--- config.mk ---
export PLATFORM = sky130hd
export DESIGN_NAME = mem_stage_flat
export DESIGN_NICKNAME = d
export VERILOG_FILES = /design/src/rtl/mem_stage_if.sv /design/src/rtl/mem_stage.sv /design/src/flat_wrapper.sv
export SDC_FILE = /design/constraint.sdc
export NUM_CORES = 1
export LEC_CHECK = 0
export ABC_AREA = 1
export CAP_MARGIN = 20
export CORE_AREA = 2 2 175 177
export CTS_BUF_LIST = sky130_fd_sc_hd__clkbuf_4
export DETAILED_ROUTE_END_ITERATION = 8
export DIE_AREA = 0 0 177 179
export PLACE_DENSITY_LB_ADDON = 0.1
export SYNTH_ARGS = -nofsm -noshare
export SYNTH_HDL_FRONTEND = slang
export SYNTH_SLANG_ARGS = --single-unit
export TNS_END_PERCENT = 20
--- constraint.sdc ---
create_clock -name clk -period 3.9 [get_ports clk]
set_input_delay 0.78 -clock clk [delete_from_list [all_inputs] [get_ports clk]]
set_output_delay 0.78 -clock clk [all_outputs]
set_load 0.005 [all_outputs]
--- src/rtl/mem_stage_if.sv ---
// Data-memory request/response bus between the MEM stage and data memory.
//   dmem_req_valid / dmem_req_ready : request handshake
//   dmem_we, dmem_addr, dmem_wdata, dmem_wstrb : request payload (word address)
//   dmem_rsp_valid / dmem_rsp_rdata : single-cycle load response
// master = pipeline side (mem_stage), slave = memory side.
interface mem_stage_if #(
    parameter int DBITS = 32
);
    logic             dmem_req_valid;
    logic             dmem_req_ready;
    logic             dmem_we;
    logic [DBITS-3:0] dmem_addr;
    logic [DBITS-1:0] dmem_wdata;
    logic [3:0]       dmem_wstrb;
    logic             dmem_rsp_valid;
    logic [DBITS-1:0] dmem_rsp_rdata;

    modport master (
        output dmem_req_valid, dmem_we, dmem_addr, dmem_wdata, dmem_wstrb,
        input  dmem_req_ready, dmem_rsp_valid, dmem_rsp_rdata
    );

    modport slave (
        input  dmem_req_valid, dmem_we, dmem_addr, dmem_wdata, dmem_wstrb,
        output dmem_req_ready, dmem_rsp_valid, dmem_rsp_rdata
    );
endinterface

--- src/rtl/mem_stage.sv ---
// MEM stage of the 5-stage in-order pipeline (between AGEX and WB).
// Accepts one instruction per cycle from AGEX; non-memory ops pass to the WB
// latch in one cycle, loads/stores go through the variable-latency dmem bus
// with one access outstanding, stalling AGEX meanwhile.
// Ports:
//   clk, reset (async, active-low)
//   agex_*      : instruction offered by AGEX
//   mem_stall   : AGEX must hold its offer (FSM not idle)
//   dmem        : data-memory bus (master side)
//   wb_*        : MEM->WB pipeline latch
//   pend_valid/pend_regno : outstanding load destination for hazard detection
//   misalign_sticky       : any misaligned access since reset
module mem_stage #(
    parameter int DBITS     = 32,
    parameter int REGNOBITS = 5,
    parameter int INSTBITS  = 32
) (
    input  logic                 clk,
    input  logic                 reset,
    input  logic                 agex_valid,
    input  logic                 agex_is_load,
    input  logic                 agex_is_store,
    input  logic [2:0]           agex_funct3,
    input  logic [DBITS-1:0]     agex_addr,
    input  logic [DBITS-1:0]     agex_sdata,
    input  logic                 agex_wr_reg,
    input  logic [REGNOBITS-1:0] agex_wregno,
    input  logic [DBITS-1:0]     agex_regval,
    input  logic [DBITS-1:0]     agex_pc,
    input  logic [INSTBITS-1:0]  agex_inst,
    input  logic [DBITS-1:0]     agex_inst_count,
    output logic                 mem_stall,
    mem_stage_if.master          dmem,
    output logic                 wb_valid,
    output logic [INSTBITS-1:0]  wb_inst,
    output logic [DBITS-1:0]     wb_pc,
    output logic                 wb_wr_reg,
    output logic [REGNOBITS-1:0] wb_wregno,
    output logic [DBITS-1:0]     wb_regval,
    output logic [DBITS-1:0]     wb_inst_count,
    output logic                 wb_misalign,
    output logic                 pend_valid,
    output logic [REGNOBITS-1:0] pend_regno,
    output logic                 misalign_sticky
);

    typedef enum logic [1:0] {
        IDLE     = 2'b00,
        REQ      = 2'b01,
        WAIT_RSP = 2'b10
    } state_t;

    state_t r_state;

    // Holding register for the single outstanding memory op
    logic                 r_h_is_load;
    logic                 r_h_we;
    logic [DBITS-3:0]     r_h_addr;
    logic [DBITS-1:0]     r_h_wdata;
    logic [3:0]           r_h_wstrb;
    logic [1:0]           r_h_lane;
    logic [2:0]           r_h_funct3;
    logic [REGNOBITS-1:0] r_h_wregno;
    logic [DBITS-1:0]     r_h_pc;
    logic [INSTBITS-1:0]  r_h_inst;
    logic [DBITS-1:0]     r_h_inst_count;

    logic             w_accept;
    logic             w_is_mem;
    logic             w_misalign;
    logic             w_in_req;
    logic [DBITS-1:0] w_st_wdata;
    logic [3:0]       w_st_wstrb;
    logic [DBITS-1:0] w_rsp_shift;
    logic [DBITS-1:0] w_ld_data;

    assign mem_stall = (r_state != IDLE);
    assign w_accept  = agex_valid & ~mem_stall;
    assign w_is_mem  = agex_is_load | agex_is_store;
    assign w_in_req  = (r_state == REQ);

    // Bus payload is zeroed outside REQ so it only ever shows the live request
    assign dmem.dmem_req_valid = w_in_req;
    assign dmem.dmem_we        = w_in_req & r_h_we;
    assign dmem.dmem_addr      = w_in_req ? r_h_addr  : '0;
    assign dmem.dmem_wdata     = w_in_req ? r_h_wdata : '0;
    assign dmem.dmem_wstrb     = w_in_req ? r_h_wstrb : 4'b0000;

    assign pend_valid = (r_state != IDLE) & r_h_is_load;
    assign pend_regno = pend_valid ? r_h_wregno : '0;

    // Alignment check and store lane formatting for the offered op
    always_comb begin
        w_misalign = 1'b0;
        w_st_wdata = agex_sdata;
        w_st_wstrb = 4'b1111;
        case (agex_funct3[1:0])
            2'b00: begin
                w_st_wdata = {(DBITS/8){agex_sdata[7:0]}};
                w_st_wstrb = 4'b0001 << agex_addr[1:0];
            end
            2'b01: begin
                w_misalign = w_is_mem & agex_addr[0];
                w_st_wdata = {(DBITS/16){agex_sdata[15:0]}};
                w_st_wstrb = agex_addr[1] ? 4'b1100 : 4'b0011;
            end
            2'b10: begin
                w_misalign = w_is_mem & (agex_addr[1:0] != 2'b00);
            end
            default: begin
                w_misalign = 1'b0;
            end
        endcase
        if (agex_is_load) begin
            w_st_wstrb = 4'b0000;
        end else begin
            w_st_wstrb = w_st_wstrb;
        end
    end

    // Load lane selection and sign/zero extension of the response word
    always_comb begin
        w_rsp_shift = dmem.dmem_rsp_rdata >> {r_h_lane, 3'b000};
        case (r_h_funct3)
            3'b000:  w_ld_data = {{(DBITS-8){w_rsp_shift[7]}}, w_rsp_shift[7:0]};
            3'b001:  w_ld_data = {{(DBITS-16){w_rsp_shift[15]}}, w_rsp_shift[15:0]};
            3'b100:  w_ld_data = {{(DBITS-8){1'b0}}, w_rsp_shift[7:0]};
            3'b101:  w_ld_data = {{(DBITS-16){1'b0}}, w_rsp_shift[15:0]};
            default: w_ld_data = w_rsp_shift;
        endcase
    end

    // Control FSM, holding register and MEM->WB latch
    always_ff @(posedge clk or negedge reset) begin
        if (!reset) begin
            r_state         <= IDLE;
            r_h_is_load     <= 1'b0;
            r_h_we          <= 1'b0;
            r_h_addr        <= '0;
            r_h_wdata       <= '0;
            r_h_wstrb       <= 4'b0000;
            r_h_lane        <= 2'b00;
            r_h_funct3      <= 3'b000;
            r_h_wregno      <= '0;
            r_h_pc          <= '0;
            r_h_inst        <= '0;
            r_h_inst_count  <= '0;
            wb_valid        <= 1'b0;
            wb_inst         <= '0;
            wb_pc           <= '0;
            wb_wr_reg       <= 1'b0;
            wb_wregno       <= '0;
            wb_regval       <= '0;
            wb_inst_count   <= '0;
            wb_misalign     <= 1'b0;
            misalign_sticky <= 1'b0;
        end else begin
            // Bubble unless a branch below retires something into the latch
            wb_valid      <= 1'b0;
            wb_inst       <= '0;
            wb_pc         <= '0;
            wb_wr_reg     <= 1'b0;
            wb_wregno     <= '0;
            wb_regval     <= '0;
            wb_inst_count <= '0;
            wb_misalign   <= 1'b0;
            case (r_state)
                IDLE: begin
                    if (w_accept && !w_is_mem) begin
                        wb_valid      <= 1'b1;
                        wb_inst       <= agex_inst;
                        wb_pc         <= agex_pc;
                        wb_wr_reg     <= agex_wr_reg;
                        wb_wregno     <= agex_wregno;
                        wb_regval     <= agex_regval;
                        wb_inst_count <= agex_inst_count;
                    end else if (w_accept && w_misalign) begin
                        // Retired without any bus activity and without a write
                        wb_valid        <= 1'b1;
                        wb_inst         <= agex_inst;
                        wb_pc           <= agex_pc;
                        wb_wregno       <= agex_wregno;
                        wb_inst_count   <= agex_inst_count;
                        wb_misalign     <= 1'b1;
                        misalign_sticky <= 1'b1;
                    end else if (w_accept) begin
                        r_h_is_load    <= agex_is_load;
                        r_h_we         <= agex_is_store & ~agex_is_load;
                        r_h_addr       <= agex_addr[DBITS-1:2];
                        r_h_wdata      <= agex_is_load ? '0 : w_st_wdata;
                        r_h_wstrb      <= w_st_wstrb;
                        r_h_lane       <= agex_addr[1:0];
                        r_h_funct3     <= agex_funct3;
                        r_h_wregno     <= agex_wregno;
                        r_h_pc         <= agex_pc;
                        r_h_inst       <= agex_inst;
                        r_h_inst_count <= agex_inst_count;
                        r_state        <= REQ;
                    end else begin
                        r_state <= IDLE;
                    end
                end
                REQ: begin
                    if (dmem.dmem_req_ready && r_h_is_load) begin
                        r_state <= WAIT_RSP;
                    end else if (dmem.dmem_req_ready) begin
                        wb_valid      <= 1'b1;
                        wb_inst       <= r_h_inst;
                        wb_pc         <= r_h_pc;
                        wb_wregno     <= r_h_wregno;
                        wb_inst_count <= r_h_inst_count;
                        r_state       <= IDLE;
                    end else begin
                        r_state <= REQ;
                    end
                end
                WAIT_RSP: begin
                    if (dmem.dmem_rsp_valid) begin
                        wb_valid      <= 1'b1;
                        wb_inst       <= r_h_inst;
                        wb_pc         <= r_h_pc;
                        wb_wr_reg     <= 1'b1;
                        wb_wregno     <= r_h_wregno;
                        wb_regval     <= w_ld_data;
                        wb_inst_count <= r_h_inst_count;
                        r_state       <= IDLE;
                    end else begin
                        r_state <= WAIT_RSP;
                    end
                end
                default: begin
                    r_state <= IDLE;
                end
            endcase
        end
    end

endmodule

--- src/flat_wrapper.sv ---
// flat-port wrapper written by rule: the top's interface ports become plain ports
module mem_stage_flat 
#(
    parameter int DBITS     = 32,
    parameter int REGNOBITS = 5,
    parameter int INSTBITS  = 32
)
  (clk, reset, agex_valid, agex_is_load, agex_is_store, agex_funct3, agex_addr, agex_sdata, agex_wr_reg, agex_wregno, agex_regval, agex_pc, agex_inst, agex_inst_count, mem_stall, wb_valid, wb_inst, wb_pc, wb_wr_reg, wb_wregno, wb_regval, wb_inst_count, wb_misalign, pend_valid, pend_regno, misalign_sticky, dmem_dmem_req_valid, dmem_dmem_we, dmem_dmem_addr, dmem_dmem_wdata, dmem_dmem_wstrb, dmem_dmem_req_ready, dmem_dmem_rsp_valid, dmem_dmem_rsp_rdata);
  mem_stage_if #(.DBITS(DBITS)) dmem_i ();
  input  logic clk;
  input  logic reset;
  input  logic agex_valid;
  input  logic agex_is_load;
  input  logic agex_is_store;
  input  logic [2:0] agex_funct3;
  input  logic [DBITS-1:0] agex_addr;
  input  logic [DBITS-1:0] agex_sdata;
  input  logic agex_wr_reg;
  input  logic [REGNOBITS-1:0] agex_wregno;
  input  logic [DBITS-1:0] agex_regval;
  input  logic [DBITS-1:0] agex_pc;
  input  logic [INSTBITS-1:0] agex_inst;
  input  logic [DBITS-1:0] agex_inst_count;
  output logic mem_stall;
  output logic wb_valid;
  output logic [INSTBITS-1:0] wb_inst;
  output logic [DBITS-1:0] wb_pc;
  output logic wb_wr_reg;
  output logic [REGNOBITS-1:0] wb_wregno;
  output logic [DBITS-1:0] wb_regval;
  output logic [DBITS-1:0] wb_inst_count;
  output logic wb_misalign;
  output logic pend_valid;
  output logic [REGNOBITS-1:0] pend_regno;
  output logic misalign_sticky;
  output wire logic [$bits(dmem_i.dmem_req_valid)-1:0] dmem_dmem_req_valid;
  output wire logic [$bits(dmem_i.dmem_we)-1:0] dmem_dmem_we;
  output wire logic [$bits(dmem_i.dmem_addr)-1:0] dmem_dmem_addr;
  output wire logic [$bits(dmem_i.dmem_wdata)-1:0] dmem_dmem_wdata;
  output wire logic [$bits(dmem_i.dmem_wstrb)-1:0] dmem_dmem_wstrb;
  input wire logic [$bits(dmem_i.dmem_req_ready)-1:0] dmem_dmem_req_ready;
  input wire logic [$bits(dmem_i.dmem_rsp_valid)-1:0] dmem_dmem_rsp_valid;
  input wire logic [$bits(dmem_i.dmem_rsp_rdata)-1:0] dmem_dmem_rsp_rdata;
  assign dmem_dmem_req_valid = dmem_i.dmem_req_valid;
  assign dmem_dmem_we = dmem_i.dmem_we;
  assign dmem_dmem_addr = dmem_i.dmem_addr;
  assign dmem_dmem_wdata = dmem_i.dmem_wdata;
  assign dmem_dmem_wstrb = dmem_i.dmem_wstrb;
  assign dmem_i.dmem_req_ready = dmem_dmem_req_ready;
  assign dmem_i.dmem_rsp_valid = dmem_dmem_rsp_valid;
  assign dmem_i.dmem_rsp_rdata = dmem_dmem_rsp_rdata;
  mem_stage #(.DBITS(DBITS), .REGNOBITS(REGNOBITS), .INSTBITS(INSTBITS)) u_core (.clk(clk), .reset(reset), .agex_valid(agex_valid), .agex_is_load(agex_is_load), .agex_is_store(agex_is_store), .agex_funct3(agex_funct3), .agex_addr(agex_addr), .agex_sdata(agex_sdata), .agex_wr_reg(agex_wr_reg), .agex_wregno(agex_wregno), .agex_regval(agex_regval), .agex_pc(agex_pc), .agex_inst(agex_inst), .agex_inst_count(agex_inst_count), .mem_stall(mem_stall), .dmem(dmem_i), .wb_valid(wb_valid), .wb_inst(wb_inst), .wb_pc(wb_pc), .wb_wr_reg(wb_wr_reg), .wb_wregno(wb_wregno), .wb_regval(wb_regval), .wb_inst_count(wb_inst_count), .wb_misalign(wb_misalign), .pend_valid(pend_valid), .pend_regno(pend_regno), .misalign_sticky(misalign_sticky));
endmodule
# Word level (Yosys, flattened, before mapping)
# Index checks and enable logic that the tools add are counted.
# word_totals
regBits	313
input_bits	240
output_inout_bits	212
word_cells	110
# classes
eq_ne	9
n_shift	2
mux	55
n_bitwise	11
n_reduce_logical	12
# ops
operator	n
$mux W32	19
$pmux W32 S3	3
$pmux W32 S2	2
$pmux W32 S4	1
$shr A32 B5 Y32	1
$mux W30	1
$mux W5	6
$pmux W5 S3	1
$mux W4	3
$mux W1	10
$mux W2	4
$pmux W4 S2	1
$and A1 B1 Y1	6
$eq A3 B3 Y1 const B	2
$pmux W2 S3	1
$eq A2 B1 Y1 const B	2
$eq A2 B2 Y1 const B	2
$logic_not A2 Y1	2
$ne A2 B2 Y1 const B	2
$not A1 Y1	4
$pmux W1 S2	2
$reduce_and A4 Y1	1
$reduce_bool A2 Y1	2
$shl A1 B2 Y4 const A	1
8 further kinds	10

# Longest topological paths before layout
# depth
ltp_word	7
ltp_mapped	12

# Worst setup path before layout
# No wires, ideal clock.
# synth_timing
path_type	input to register
start	input agex_funct3[1]
end	register u_core.r_h_wdata[15]
setup_ns	0.126
arrival_ns	2.033
slack_ns	1.741
stages	9
path_buffers	2
cell_sequence	clkinv_1 > ha_1 > buf_2 > inv_1 > nand2_1 > clkbuf_1 > o21a_1 > nand2_1 > o21ai_0
# synth_via
elab_chain_cells	5
elab_cells_between_ends	9
classes_between	2 x eq/ne; 3 x mux; 1 x bitwise; 3 x reduce/logical
# synth_lines
element	line	rtl
from (decl)	flat_wrapper.sv:15	input logic [2:0] agex_funct3;
$eq A2 B2 Y1 / $eq A2 B1 Y1 (equally long branches)	mem_stage.sv:97	case (agex_funct3[1:0])
$pmux W1 S2	mem_stage.sv:97	
$logic_and A1 B1 Y1	mem_stage.sv:177	end else if (w_accept && w_misalign) begin
$not A1 Y1 (no line)	--	
$reduce_and A4 Y1 (no line)	--	
to (signal assigned)	mem_stage.sv:190	r_h_wdata <= agex_is_load ? '0 : w_st_wdata;
to (decl)	mem_stage.sv:59	logic [DBITS-1:0] r_h_wdata;
# Several ways; a longest one is shown, not always the timed one.
# A chain may end at the register's enable or synchronous reset.

# Final worst setup path
# layout_timing
start	register u_core.r_state[1]
end	output dmem_dmem_wdata[10]
# layout_via
elab_chain_cells	2
# layout_lines
element	line	rtl
from (decl)	mem_stage.sv:53	state_t r_state;
from (signal assigned)	mem_stage.sv:136	r_state <= IDLE;
from (signal assigned)	mem_stage.sv:198	r_state <= REQ;
from (signal assigned)	mem_stage.sv:200	r_state <= IDLE;
$eq A2 B1 Y1	mem_stage.sv:80	assign w_in_req = (r_state == REQ);
$mux W32	mem_stage.sv:86	assign dmem.dmem_wdata = w_in_req ? r_h_wdata : '0;
to (decl)	flat_wrapper.sv:39	output wire logic [$bits(dmem_i.dmem_wdata)-1:0] dmem_dmem_wdata;
# No other way between the ends.

==> flow_summary.yaml <==
setup_path:
  critPathMaxFanout: 52
  cp_slowest_cell: "clkdlybuf4s50_1"
  cp_cell_sequence: "nor2_1 > inv_2 > buf_12 > nor2_1 > clkdlybuf4s50_1"
  reg2reg_setup_slack_ns: 1.48
  worstPathRequired_ns: 3.12
  crit_arrival_ns: 2.70
  path_class: "flip-flop to primary output"
  worstReg2RegEnd: "u_core.wb_regval[31]"
  reg2reg_depth: 8
  end_kind: "primary output"
  crit_top_cell: "nor2_1"
  reg2reg_from: "u_core.r_h_lane[0]"
  slowest_delay_ns: 0.54
  start_kind: "flip-flop"
global_route:
  grt_usage_pct: 24.92
  grt_max_degree: 103
  grt_pass1_vias: 11620
  grt_pass1_wl_um: 61210
  antenna_found_initial: 6
  grt_remaining_overflow: 0
timing:
  fin_crit_sh_pct: 89.19
  rsz0062_at_grt: "false"
  period_needed_ns: 3.478
  fmax_ghz: 0.2875
  timing.setup.tns_ns: 0
  setup_violations: 0
  maxSlewHeadroom_pct: 47.70
  fin_skew_ns: 0.05322
  slew_viol_final: 0
  tightest_slew_ns: 0.7826
  finalHoldViolations: 0
  setup_ws_ns: 0.4216
cts:
  numCtsBuffers: 82
  ctsHoldBuffers: 0
  clock_path_buffers: 3
  cts.htree.levels: 3
  post_cts_buffers: 0
  cts_root_buf: "clkbuf_4"
  clkSlewWorstSetupHoldPaths_ns: 0.06
  cts_tree: "built"
  cts_resized: 0
  clk_latency_ns: 0.70
  clock-sinks: 313
floorplan:
  die_h_um: 179
  core-area_sq_mm: 0.03003
  initial_utilization_pct: 44.15
  dieWidth_um: 177
  io_pins: 452
  die_area_sq_mm: 0.03168
  rows: 64
finish:
  layout_common_cells: "nand2_1, clkdlybuf4s50_1, dfrtp_1, o21ai_0, inv_1"
  fin_nets: 2253
  stdcell_count: 2466
  regArea_sq_mm: 0.007833
  final_common_cell: "nand2_1"
  layout-drive-gt1-share_pct: 8.147
  area_growth_pct: 44.29
  multi_input_area_sq_mm: 0.004200
  nFillCells: 2596
drt:
  dr_total_vias: 11950
  drt_iter0_drc: 614
  ant_nets: 0
  drc_errors: 0
  via_per_inst: 4.845
  wl_um: 40290
  wire_per_inst_um: 16.34
  first_pass_iters: 5
power_and_ir_drop:
  ir_drop_uv: 280.3
  internal_power_mw: 7.932
  powerDensity_mw_per_mm2: 628.0
  pwr-share-clk_pct: 23.5
  seqPwrFrac_pct: 40.8
  p_leak_nw: 8.821
  p_comb_share_pct: 35.7
  power.switching_mw: 4.083
  p_sw_share_pct: 33.98
yosys:
  synth.net_count: 1784
  avgSynthCellArea_sq_um: 8.604
  synthArstFlopShare_pct: 100.0
  ys_seq_elements: 313
  synth.distinct_cells: 24
  syn_area_sq_mm: 0.01326
  synth_cells: 1541
  yosys_most_used_dff: "dfrtp_1"
  seq_area_frac_synth_pct: 59.07
  yosys_warnings: 0
  synth-edff-count: 0
placed_design:
  port_buffers: 451
  dp_slack_ns: 0.4909
  dp_hpwl_um: 28510
  placedCellCount: 2322
  gp_congestion: 0.9027
run_status:
  status: "completed"
run:
  cap_violations: 0
hold_path:
  min_path_type: "primary input to asynchronous set/reset pin"
## synthesized netlist by cell type, types with 18 or more instances
cell type | instances | area [sq um]
nand3_1 | 36 | 180.2
buf_2 | 38 | 190.2
dfrtp_1 | 313 | 7833
o21ai_0 | 258 | 1291
buf_4 | 18 | 135.1
o211ai_1 | 30 | 225.2
a21oi_1 | 23 | 115.1
nand2_1 | 458 | 1719
clkbuf_1 | 23 | 86.33
nor2_1 | 80 | 300.3
o21ai_1 | 34 | 170.2
inv_1 | 190 | 713.2
## metrics by stage
stage	utilization (%)	cell area, sq um	total power [mW]	hold WS [ns]
4_1_cts	63.64	19110	12.15	0.1258
3_5_place_dp	60.24	18090	9.255	0.4527
3_3_place_gp	60.24	18090	9.157	0.4535
5_1_grt	63.69	19130	12.94	0.1666
2_1_floorplan	-	13260	7.035	0.4530
6_report	63.71	19130	12.01	0.1531
## per-layer routing
metal  share of wire, %  vias to the layer above  wire length [um]  global-route usage (%)
met2                 47                      478             19040                   39.45
met1                 40                     5602             16290                   31.24
met3                9.1                       69              3649                   7.634
met5                  0                        -                 0                       0
li1                   -                     5800                 -                       -
met4                3.2                        0              1308                   11.95
## kinds of logic (layout without fill, tap and decap cells)
logic type / after synthesis / count (layout) / synth area share [%]
DFF: 313 / 313 / 59.07
other: 0 / 8 / 0
AOI/OAI and AO/OA: 348 / 348 / 13.75
adders and majority gates: 3 / 3 / 0.2831
and+or+nand+nor: 591 / 591 / 17.48
buffers and inverters: 286 / 807 / 9.418
## worst max-delay path by stage
stage                            from                    to  slack, ns
floorplan              agex_funct3[1]  u_core.r_h_wdata[15]       1.74
global placement       agex_funct3[1]  u_core.r_h_wdata[15]       0.62
detailed placement     agex_funct3[1]  u_core.r_h_wdata[12]       0.49
CTS                 u_core.r_state[1]    dmem_dmem_wstrb[0]       0.37
global route        u_core.r_state[1]    dmem_dmem_wdata[9]       0.26
finish              u_core.r_state[1]   dmem_dmem_wdata[10]       0.42
## cell type report
| cell class | count | share of cell area [%] |
|---|---|---|
| Multi-Input combinational cell | 942 | 21.96 |
| Timing Repair Buffer | 477 | 25.23 |
| Inverter | 194 | 3.833 |
| Clock inverter | 25 | 0.9876 |
| Tap cell | 396 | 2.590 |
| Antenna cell | 8 | 0.1046 |
| Sequential cell | 313 | 40.94 |
| Clock buffer | 111 | 4.356 |
## critical path, delay by kind of cell (launching register included)
family / cells / cell delay [ns]
buffers and inverters: 3 / 1.07
flip-flops: 1 / 0.42
AND/OR/NAND/NOR: 2 / 0.52
## power groups by stage
stage                     combinational, mW  sequential, mW  clock (mW)
after floorplan                        2.22            4.82           0
after detailed placement               4.30            4.95           0
after global placement                 4.23            4.92           0
after global routing                   4.83            5.02        3.09
final                                  4.29            4.90        2.82
after CTS                              4.33            4.90        2.91
Power figures use the tool's default switching activity.
